==> config.mk <==
export PLATFORM = sky130hd
export DESIGN_NAME = ad2s1210_spi_master_flat
export DESIGN_NICKNAME = d
export VERILOG_FILES = /design/src/rtl/ad2s1210_spi_pkg.sv /design/src/rtl/axi_stream.sv /design/src/rtl/ad2s1210_sclk_gen.sv /design/src/rtl/ad2s1210_spi_master.sv /design/src/flat_wrapper.sv
export SDC_FILE = /design/constraint.sdc
export NUM_CORES = 1
export LEC_CHECK = 0
export ABC_AREA = 1
export CORE_MARGIN = 5
export CORE_UTILIZATION = 40
export CTS_CLUSTER_SIZE = 20
export DETAILED_ROUTE_END_ITERATION = 8
export PLACE_DENSITY_LB_ADDON = 0.05
export SLEW_MARGIN = 20
export SYNTH_ARGS = -nofsm -noshare
export SYNTH_HDL_FRONTEND = slang
export SYNTH_SLANG_ARGS = --single-unit
==> constraint.sdc <==
create_clock -name clock -period 1.6 [get_ports clock]
set_input_delay 0.32 -clock clock [delete_from_list [all_inputs] [get_ports clock]]
set_output_delay 0.32 -clock clock [all_outputs]
set_load 0.02 [all_outputs]
==> src/rtl/ad2s1210_spi_pkg.sv <==
// Shared types and constants for the AD2S1210 byte-serial SPI master.
// Build option: AD2S1210_SPI_READBACK_EN enables SDO capture.
package ad2s1210_spi_pkg;

    localparam int BYTE_W = 8;

    typedef enum logic [2:0] {
        S_IDLE,
        S_SETUP,
        S_SHIFT,
        S_HOLD,
        S_GAP
    } spi_state_t;

    function automatic int max3(input int a, input int b, input int c);
        int m;
        m = (a > b) ? a : b;
        return (m > c) ? m : c;
    endfunction

endpackage

==> src/rtl/axi_stream.sv <==
// Minimal AXI-stream bundle with valid/ready handshake.
// Producer side uses master, consumer side uses slave.
interface axi_stream #(
    parameter int DATA_WIDTH = 16,
    parameter int DEST_WIDTH = 4,
    parameter int USER_WIDTH = 4
) ();
    logic [DATA_WIDTH-1:0] data;
    logic                  valid;
    logic                  ready;
    logic [DEST_WIDTH-1:0] dest;
    logic [USER_WIDTH-1:0] user;

    modport master (
        output data, valid, dest, user,
        input  ready
    );

    modport slave (
        input  data, valid, dest, user,
        output ready
    );
endinterface

==> src/rtl/ad2s1210_sclk_gen.sv <==
// SCLK generator: owns the half-period divider and the 7..0 bit counter.
// Strobes mark the edge at which sclk falls, rises, or the last bit ends.
module ad2s1210_sclk_gen #(
    parameter int DIV_W = 3
) (
    input  logic             clock,
    input  logic             reset,
    input  logic             enable,
    input  logic [DIV_W-1:0] divider,
    output logic             sclk,
    output logic             fall_strobe,
    output logic             rise_strobe,
    output logic             last_bit
);
    logic [DIV_W-1:0] div_cnt;
    logic [DIV_W-1:0] div_last;
    logic [2:0]       bit_cnt;
    logic             first;
    logic             phase_end;

    assign div_last = divider - DIV_W'(1);

    // The idle-high level counts as a finished high phase, so the
    // first enabled cycle produces the opening falling edge.
    assign phase_end   = enable && (first || div_cnt == div_last);
    assign last_bit    = phase_end && sclk && !first && bit_cnt == 3'd0;
    assign fall_strobe = phase_end && sclk && !last_bit;
    assign rise_strobe = phase_end && !sclk;

    always_ff @(posedge clock) begin
        if (!reset || !enable) begin
            sclk    <= 1'b1;
            div_cnt <= '0;
            bit_cnt <= 3'd7;
            first   <= 1'b1;
        end else if (phase_end) begin
            div_cnt <= '0;
            first   <= 1'b0;
            if (!last_bit) begin
                sclk <= ~sclk;
            end
            if (fall_strobe && !first) begin
                bit_cnt <= bit_cnt - 3'd1;
            end
        end else begin
            div_cnt <= div_cnt + DIV_W'(1);
        end
    end

endmodule

==> src/rtl/ad2s1210_spi_master.sv <==
// Byte-serial SPI master for the AD2S1210, one byte per cs_n frame.
// Define AD2S1210_SPI_READBACK_EN to capture SDO onto data_out.
module ad2s1210_spi_master
    import ad2s1210_spi_pkg::*;
#(
    parameter int CLOCK_DIVIDER = 4,
    parameter int CS_SETUP      = 2,
    parameter int CS_HOLD       = 2,
    parameter int GAP           = 4
) (
    input  logic      clock,
    input  logic      reset,
    axi_stream.slave  data_in,
    axi_stream.master data_out,
    output logic      sclk,
    output logic      mosi,
    input  logic      miso,
    output logic      cs_n
);
    localparam int DIV_W = $clog2(CLOCK_DIVIDER + 1);
    localparam int MAXP  = max3(CS_SETUP, CS_HOLD, GAP);
    localparam int PH_W  = $clog2(MAXP + 1);

    localparam logic [PH_W-1:0] SETUP_LAST = PH_W'(CS_SETUP - 1);
    localparam logic [PH_W-1:0] HOLD_LAST  = PH_W'(CS_HOLD - 1);
    localparam logic [PH_W-1:0] GAP_LAST   = PH_W'(GAP - 1);

    spi_state_t        state;
    logic [PH_W-1:0]   phase;
    logic [BYTE_W-1:0] tx;
    logic              ready_q;
    logic              gen_en;
    logic              fall;
    logic              rise;
    logic              last;
    logic              frame_end;

    assign data_in.ready = ready_q;

    assign gen_en = (state == S_SHIFT)
                 || (state == S_SETUP && phase == SETUP_LAST);

    assign frame_end = (state == S_HOLD) && (phase == HOLD_LAST);

    ad2s1210_sclk_gen #(
        .DIV_W(DIV_W)
    ) u_sclk_gen (
        .clock      (clock),
        .reset      (reset),
        .enable     (gen_en),
        .divider    (DIV_W'(CLOCK_DIVIDER)),
        .sclk       (sclk),
        .fall_strobe(fall),
        .rise_strobe(rise),
        .last_bit   (last)
    );

    always_ff @(posedge clock) begin
        if (!reset) begin
            state   <= S_IDLE;
            phase   <= '0;
            tx      <= '0;
            mosi    <= 1'b0;
            cs_n    <= 1'b1;
            ready_q <= 1'b1;
        end else begin
            unique case (state)
                S_IDLE: begin
                    if (data_in.valid) begin
                        tx      <= data_in.data[BYTE_W-1:0];
                        mosi    <= data_in.data[BYTE_W-1];
                        cs_n    <= 1'b0;
                        ready_q <= 1'b0;
                        phase   <= '0;
                        state   <= S_SETUP;
                    end
                end
                S_SETUP: begin
                    if (phase == SETUP_LAST) begin
                        phase <= '0;
                        state <= S_SHIFT;
                    end else begin
                        phase <= phase + PH_W'(1);
                    end
                end
                S_SHIFT: begin
                    // Refilling with the LSB keeps bit 0 on mosi after the last rise.
                    if (rise) begin
                        tx   <= {tx[BYTE_W-2:0], tx[0]};
                        mosi <= tx[BYTE_W-2];
                    end
                    if (last) begin
                        phase <= '0;
                        state <= S_HOLD;
                    end
                end
                S_HOLD: begin
                    if (frame_end) begin
                        cs_n  <= 1'b1;
                        mosi  <= 1'b0;
                        phase <= '0;
                        state <= S_GAP;
                    end else begin
                        phase <= phase + PH_W'(1);
                    end
                end
                S_GAP: begin
                    if (phase == GAP_LAST) begin
                        ready_q <= 1'b1;
                        state   <= S_IDLE;
                    end else begin
                        phase <= phase + PH_W'(1);
                    end
                end
                default: begin
                    state <= S_IDLE;
                end
            endcase
        end
    end

`ifdef AD2S1210_SPI_READBACK_EN
    logic [BYTE_W-1:0] rx_shift;
    logic [BYTE_W-1:0] rx_byte;
    logic              rx_valid;

    always_ff @(posedge clock) begin
        if (!reset) begin
            rx_shift <= '0;
            rx_byte  <= '0;
            rx_valid <= 1'b0;
        end else begin
            rx_valid <= 1'b0;
            if (state == S_SHIFT && rise) begin
                rx_shift <= {rx_shift[BYTE_W-2:0], miso};
            end
            if (frame_end) begin
                rx_byte  <= rx_shift;
                rx_valid <= 1'b1;
            end
        end
    end

    always_comb begin
        data_out.data = '0;
        data_out.data[BYTE_W-1:0] = rx_byte;
    end
    assign data_out.valid = rx_valid;

    logic unused_inputs;
    assign unused_inputs = ^{data_in.data, data_in.dest,
                             data_in.user, data_out.ready, fall};
`else
    assign data_out.data  = '0;
    assign data_out.valid = 1'b0;

    logic unused_inputs;
    assign unused_inputs = ^{data_in.data, data_in.dest,
                             data_in.user, data_out.ready, fall, miso};
`endif

    assign data_out.dest = '0;
    assign data_out.user = '0;

endmodule
==> src/flat_wrapper.sv <==
// flat-port wrapper written by rule: the top's interface ports become plain ports
module ad2s1210_spi_master_flat import ad2s1210_spi_pkg::*;
#(
    parameter int CLOCK_DIVIDER = 4,
    parameter int CS_SETUP      = 2,
    parameter int CS_HOLD       = 2,
    parameter int GAP           = 4
)
  (clock, reset, sclk, mosi, miso, cs_n, data_in_data, data_in_valid, data_in_dest, data_in_user, data_in_ready, data_out_data, data_out_valid, data_out_dest, data_out_user, data_out_ready);
  axi_stream data_in_i ();
  axi_stream data_out_i ();
  input  logic clock;
  input  logic reset;
  output logic sclk;
  output logic mosi;
  input  logic miso;
  output logic cs_n;
  input wire logic [$bits(data_in_i.data)-1:0] data_in_data;
  input wire logic [$bits(data_in_i.valid)-1:0] data_in_valid;
  input wire logic [$bits(data_in_i.dest)-1:0] data_in_dest;
  input wire logic [$bits(data_in_i.user)-1:0] data_in_user;
  output wire logic [$bits(data_in_i.ready)-1:0] data_in_ready;
  output wire logic [$bits(data_out_i.data)-1:0] data_out_data;
  output wire logic [$bits(data_out_i.valid)-1:0] data_out_valid;
  output wire logic [$bits(data_out_i.dest)-1:0] data_out_dest;
  output wire logic [$bits(data_out_i.user)-1:0] data_out_user;
  input wire logic [$bits(data_out_i.ready)-1:0] data_out_ready;
  assign data_in_i.data = data_in_data;
  assign data_in_i.valid = data_in_valid;
  assign data_in_i.dest = data_in_dest;
  assign data_in_i.user = data_in_user;
  assign data_in_ready = data_in_i.ready;
  assign data_out_data = data_out_i.data;
  assign data_out_valid = data_out_i.valid;
  assign data_out_dest = data_out_i.dest;
  assign data_out_user = data_out_i.user;
  assign data_out_i.ready = data_out_ready;
  ad2s1210_spi_master #(.CLOCK_DIVIDER(CLOCK_DIVIDER), .CS_SETUP(CS_SETUP), .CS_HOLD(CS_HOLD), .GAP(GAP)) u_core (.clock(clock), .reset(reset), .data_in(data_in_i), .data_out(data_out_i), .sclk(sclk), .mosi(mosi), .miso(miso), .cs_n(cs_n));
endmodule
# --- Yosys cells after proc, flatten, opt, wreduce, memory -nomap -nowiden ---
# Cells that the tools add are included.
op_classes:
  add_sub_neg: 3
  n_mul: 0
  div: 0
  n_lt_le_gt_ge: 0
  n_eq_ne: 14
  n_shift: 0
  muxes: 24
  n_bitwise: 3
  reduce_logical: 34
ops:
  columns: ["op", "count"]
  rows:
  - ["2-to-1 mux 3 bit", 10]
  - ["case mux 3 bit (5 select lines)", 2]
  - ["2-to-1 mux 7 bit", 2]
  - ["case mux 7 bit (2 select lines)", 1]
  - ["equality test 3 x 2 -> 1 bit, second input constant", 4]
  - ["AND reduction 3 bit", 4]
  - ["logical AND 1 bit", 9]
  - ["!= test 2 bit, second input constant", 4]
  - ["AND reduction 4 bit", 2]
  - ["adder 3 x 1 -> 3 bit, second input constant", 2]
  - ["equality test 3 x 1 -> 1 bit, second input constant", 2]
  - ["logical NOT 3 bit", 2]
  - ["2-to-1 mux 1 bit", 6]
  - ["!= test 2 x 1 -> 1 bit, second input constant", 3]
  - ["nonzero test 2 bit", 3]
  - ["logical NOT 1 bit", 5]
  - ["AND reduction 5 bit", 1]
  - ["nonzero test 5 bit", 1]
  - ["case mux 1 bit (2 select lines)", 2]
  - ["AND reduction 2 bit", 2]
  - ["equality test 3 bit, second input constant", 1]
  - ["logical OR 1 bit", 3]
  - ["NOT 1 bit", 3]
  - ["case mux 1 bit (3 select lines)", 1]
  - ["3 further kinds", 3]
word_totals:
  regBits: 24
  latchBits: 0
  mem_bits_rw: 0
  mem_bits_ro: 0
  inputBits: 29
  output_inout_bits: 29
  elab_cells: 89
  mem_count: 0

# --- Depth between registers and ports, before layout ---
logic_depth:
  word_depth: 11
  depth_mapped: 12

# --- By module ---
# A second synthesis with hierarchy kept.
unflattened:
  cells_unflattened: 247
  area_unflattened_um2: 1617.8
modules_own_cells:
  columns: ["module", "instances", "cells_per_inst", "area_each_um2"]
  rows:
  - ["ad2s1210_spi_master", 1, 174, 1107.3]
  - ["ad2s1210_sclk_gen", 1, 73, 510.5]

# --- Least setup slack after synthesis ---
# No wires, ideal clock.
synth_timing:
  kind: "register -> register"
  start: "reg u_core.phase[0]"
  end: "reg u_core.u_sclk_gen.bit_cnt[0]"
  arrival_time_ps: 1329
  t_required_ps: 1478
  path_slack_ps: 150
  path_stages_with_launch: 11
  n_path_buf: 0
  path_cell_list: "dfxtp_1 -> ha_1 -> inv_1 -> nor2_1 -> nand3_1 -> nand2_4 -> inv_2 -> a21oi_4 -> nand3_1 -> nand2_1 -> nand3_1"
synth_via:
  elab_chain_len: 11
  word_cells_on_any_way: 13
  classes_between: "eq/ne (1); reduce/logical (12)"
synth_rtl:
  columns: ["item", "line", "text"]
  rows:
  - ["start: declaration", "ad2s1210_spi_master.sv:29", "logic [PH_W-1:0] phase;"]
  - ["start signal: assignment", "ad2s1210_spi_master.sv:83", "phase <= phase + PH_W'(1);"]
  - ["start signal: assignment", "ad2s1210_spi_master.sv:104", "phase <= phase + PH_W'(1);"]
  - ["start signal: assignment", "ad2s1210_spi_master.sv:112", "phase <= phase + PH_W'(1);"]
  - ["equality test 3 x 1 -> 1 bit (*)", "ad2s1210_spi_master.sv:41", "|| (state == S_SETUP && phase == SETUP_LAST);"]
  - ["logical AND 1 bit (*)", "ad2s1210_spi_master.sv:41", null]
  - ["logical OR 1 bit (*)", "ad2s1210_spi_master.sv:41", null]
  - ["logical AND 1 bit", "ad2s1210_sclk_gen.sv:25", "assign phase_end = enable && (first || div_cnt == div_last);"]
  - ["logical AND 1 bit", "ad2s1210_sclk_gen.sv:26, ad2s1210_sclk_gen.sv:27", null]
  - ["logical AND 1 bit (2 in series)", "ad2s1210_sclk_gen.sv:26", "assign last_bit = phase_end && sclk && !first && bit_cnt == 3'd0;"]
  - ["logical NOT 1 bit", null, null]
  - ["logical AND 1 bit", "ad2s1210_sclk_gen.sv:27", "assign fall_strobe = phase_end && sclk && !last_bit;"]
  - ["logical AND 1 bit", "ad2s1210_sclk_gen.sv:42", "if (fall_strobe && !first) begin"]
  - ["AND reduction 2 bit (no source line)", null, null]
  - ["end signal: assignment", "ad2s1210_sclk_gen.sv:43", "bit_cnt <= bit_cnt - 3'd1;"]
  - ["end: declaration", "ad2s1210_sclk_gen.sv:17", "logic [2:0] bit_cnt;"]
# Mark *: on every way between the ends. The rest lies on a longest branch, timed or not.
# A chain may end at the register's enable or synchronous reset.

# --- Worst setup path after layout ---
layout_timing:
  start: "reg u_core.mosi"
  end: "out mosi"
layout_rtl:
  columns: ["item", "line", "text"]
  rows:
  - ["start: declaration", "ad2s1210_spi_master.sv:16", "output logic mosi,"]
  - ["start signal: assignment", "ad2s1210_spi_master.sv:71", "mosi <= data_in.data[BYTE_W-1];"]
  - ["start signal: assignment", "ad2s1210_spi_master.sv:90", "mosi <= tx[BYTE_W-2];"]
  - ["end: declaration", "flat_wrapper.sv:15", "output logic mosi;"]
# No word-level cell between the ends.

==> impl_metrics.env <==
export IMPL_cp_arrival_ns=1.21
export IMPL_avgSynthCellArea_um2=6.903
export IMPL_port_buffers=14
export IMPL_grt_util_all_layers=0.1152
export IMPL_core_area_um2=3943
export IMPL_worstSetupStartpointType="flop"
export IMPL_yosysSeqAreaShare=0.3000
export IMPL_ioPinCount=58
export IMPL_clockBufferDepth=2
export IMPL_first_global_vias=1151
export IMPL_setup_violations_final=0
export IMPL_routabilityCongestion=0.7438
export IMPL_grt_overflow_total=0
export IMPL_syn2layout_area_growth_pct=17.73
export IMPL_via_count=1284
export IMPL_slowest_delay_ns=0.60
export IMPL_num_rows=23
export IMPL_max_vdd_ir_drop_mv=0.6494
export IMPL_synthArstFlopShare=0
export IMPL_antenna_found_initial=0
export IMPL_outcome="complete, no violations"
export IMPL_clk_latency_ns=0.27
export IMPL_grt_pass1_wl_um=4912
export IMPL_path_buf_inv=1
export IMPL_ys_flop_type="dfxtp_1"
export IMPL_root_buffer="clkbuf_8"
export IMPL_htreeDepth=1
export IMPL_path_class="flop to output port"
export IMPL_routed_wl_um=2946
export IMPL_slew_headroom=0.5854
export IMPL_cpMaxStageDelayCell="clkdlybuf4s50_1"
export IMPL_maxSlewViolCount=0
export IMPL_hold_path_class="flop to flop"
export IMPL_drv_cap=0
export IMPL_seq_area_um2=483.0
export IMPL_period_share=0.9540
export IMPL_routed_via_density=4.155
export IMPL_post_route_min_period_ns=1.526
export IMPL_synth_edf_count=0
export IMPL_antenna_cells=0
export IMPL_hold_viol_final=0
export IMPL_final_nets=296
export IMPL_die_y_um=73.28
export IMPL_drtIter0Drc=45
export IMPL_drive_above_1_share=0.1583
export IMPL_crit_chain="clkdlybuf4s50_1"
export IMPL_dp_hpwl_um=2291
export IMPL_initial_core_util=0.4062
export IMPL_yosysWarnings=0
export IMPL_clkTransAtPathRegs_ns=0.09
export IMPL_drcViolationCount=0
export IMPL_synth_cells=232
export IMPL_power_leakage_nw=1.003
export IMPL_cts_sinks=24
export IMPL_ys_ff_latch=24
export IMPL_cts_tree="built"
export IMPL_pwr_density_cell_nw_per_um2=1591
export IMPL_holdWs_ns=0.4365
export IMPL_max_clock_freq_mhz=655.1
export IMPL_dieArea_um2=5369
export IMPL_cp_top_family="buffers and inverters"
export IMPL_fin_skew_ns=0.003640
export IMPL_setup_tns_ns=0
export IMPL_die_w_um=73.28
export IMPL_worstMarginPinSlew_ns=0.6196
export IMPL_crit_fanout=2
export IMPL_multi_input_area_um2=828.3
export IMPL_cp_required_ns=1.28
export IMPL_synth_distinct_cells=30
export IMPL_wire_per_inst_um=9.534
export IMPL_syn_area_um2=1602
export IMPL_ant_nets=0
export IMPL_critPathCaptureType="output port"
export IMPL_cts_buffers=3
export IMPL_cts_hold_buf=0
export IMPL_fillCellCount=426
export IMPL_first_pass_iters=4
export IMPL_grt_max_degree=14
through the flow:
stage | instances | total power (W) | setup WS, ns | utilization | instance area, um2
after CTS | 307 | 0.002944 | 0.01449 | 0.4659 | 1837
after global placement | 303 | 0.002514 | 0.03528 | 0.4519 | 1782
after global routing | 309 | 0.003321 | -0.02021 | 0.4783 | 1886
after detailed placement | 303 | 0.002508 | 0.03205 | 0.4519 | 1782
final | 309 | 0.003000 | 0.07353 | 0.4783 | 1886
after floorplan | 256 | 0.002118 | 0.1499 | - | 1692
cell families after synthesis:
group                      after synthesis  synth area share
DFF                                     24            0.3000
adders and majority gates                7           0.05469
AOI/OAI and AO/OA                       19           0.07188
and+or+nand+nor                         99            0.3086
buffers and inverters                   81            0.2570
other                                    1          0.002342
xor gates and xnor gates                 1          0.005470
cells in the mapped netlist, types with 2 or more instances:
library cell	count	share of area
ha_1	7	0.055
nand3_4	2	0.022
inv_2	4	0.0094
nor3_1	2	0.0063
a21oi_1	6	0.019
inv_1	47	0.11
o21ai_0	7	0.022
nor2_4	2	0.014
nand3_1	15	0.047
nand2_4	2	0.014
nor2_1	21	0.049
dfxtp_1	24	0.30
nand4_1	11	0.043
buf_4	26	0.12
nand2_1	40	0.094
nand2_2	2	0.0078
per-layer routing:
metal  GRT usage  share of wire
met1      0.1511           0.47
met2      0.1907           0.48
met3     0.02873          0.051
met4     0.02459         0.0064
met5           0              0
flip-flops by register name, summed over array words and instances (netlist names):
signal / count
u_core.tx: 7
u_core.phase: 3
u_core.state: 3
u_core.u_sclk_gen.bit_cnt: 3
u_core.u_sclk_gen.div_cnt: 3
u_core.cs_n: 1
u_core.data_in.ready: 1
u_core.mosi: 1
u_core.u_sclk_gen.first: 1
u_core.u_sclk_gen.sclk: 1
final timing paths:
check,start,to,slack [ns],cells after the start
max,u_core.mosi,mosi,0.07,1
min,u_core.u_sclk_gen.div_cnt[0],u_core.u_sclk_gen.div_cnt[0],0.44,1
max reg2reg,u_core.phase[1],u_core.tx[5],0.10,12
min reg2reg,u_core.u_sclk_gen.div_cnt[0],u_core.u_sclk_gen.div_cnt[0],0.44,1
final cells by class:
cell class	instances	share of cell area
Multi-Input combinational cell	151	0.4393
Sequential cell	24	0.2561
Tap cell	50	0.03318
Inverter	52	0.1042
Timing Repair Buffer	28	0.1380
Clock buffer	4	0.02920
where the power goes:
group / internal, W / switching, W / leakage (nW)
registers: 0.000770 / 0.0000926 / 0.198
logic: 0.000697 / 0.00102 / 0.776
clock network: 0.000220 / 0.000200 / 0.0288
layout by cell type, fill, tap and decap left out, drive strengths merged:
cell type,count
o21ai,8
or2,1
nor2,23
nand4,12
a22oi,1
buf,14
a21oi,7
inv,51
a211oi,1
o22ai,1
conb,25
clkdlybuf4s50,13
nand3,17
clkbuf,4
dfxtp,24
o211ai,1
xor2,1
nand2,44
nor3,2
dlymetal6s2s,1
clkinv,1
ha,7
what timing repair did:
item,CTS,global route
setup buffers,0,2
setup endpoints to repair,0,19
gates resized for setup,0,10
No activity file was read; power rests on OpenSTA's default activity.
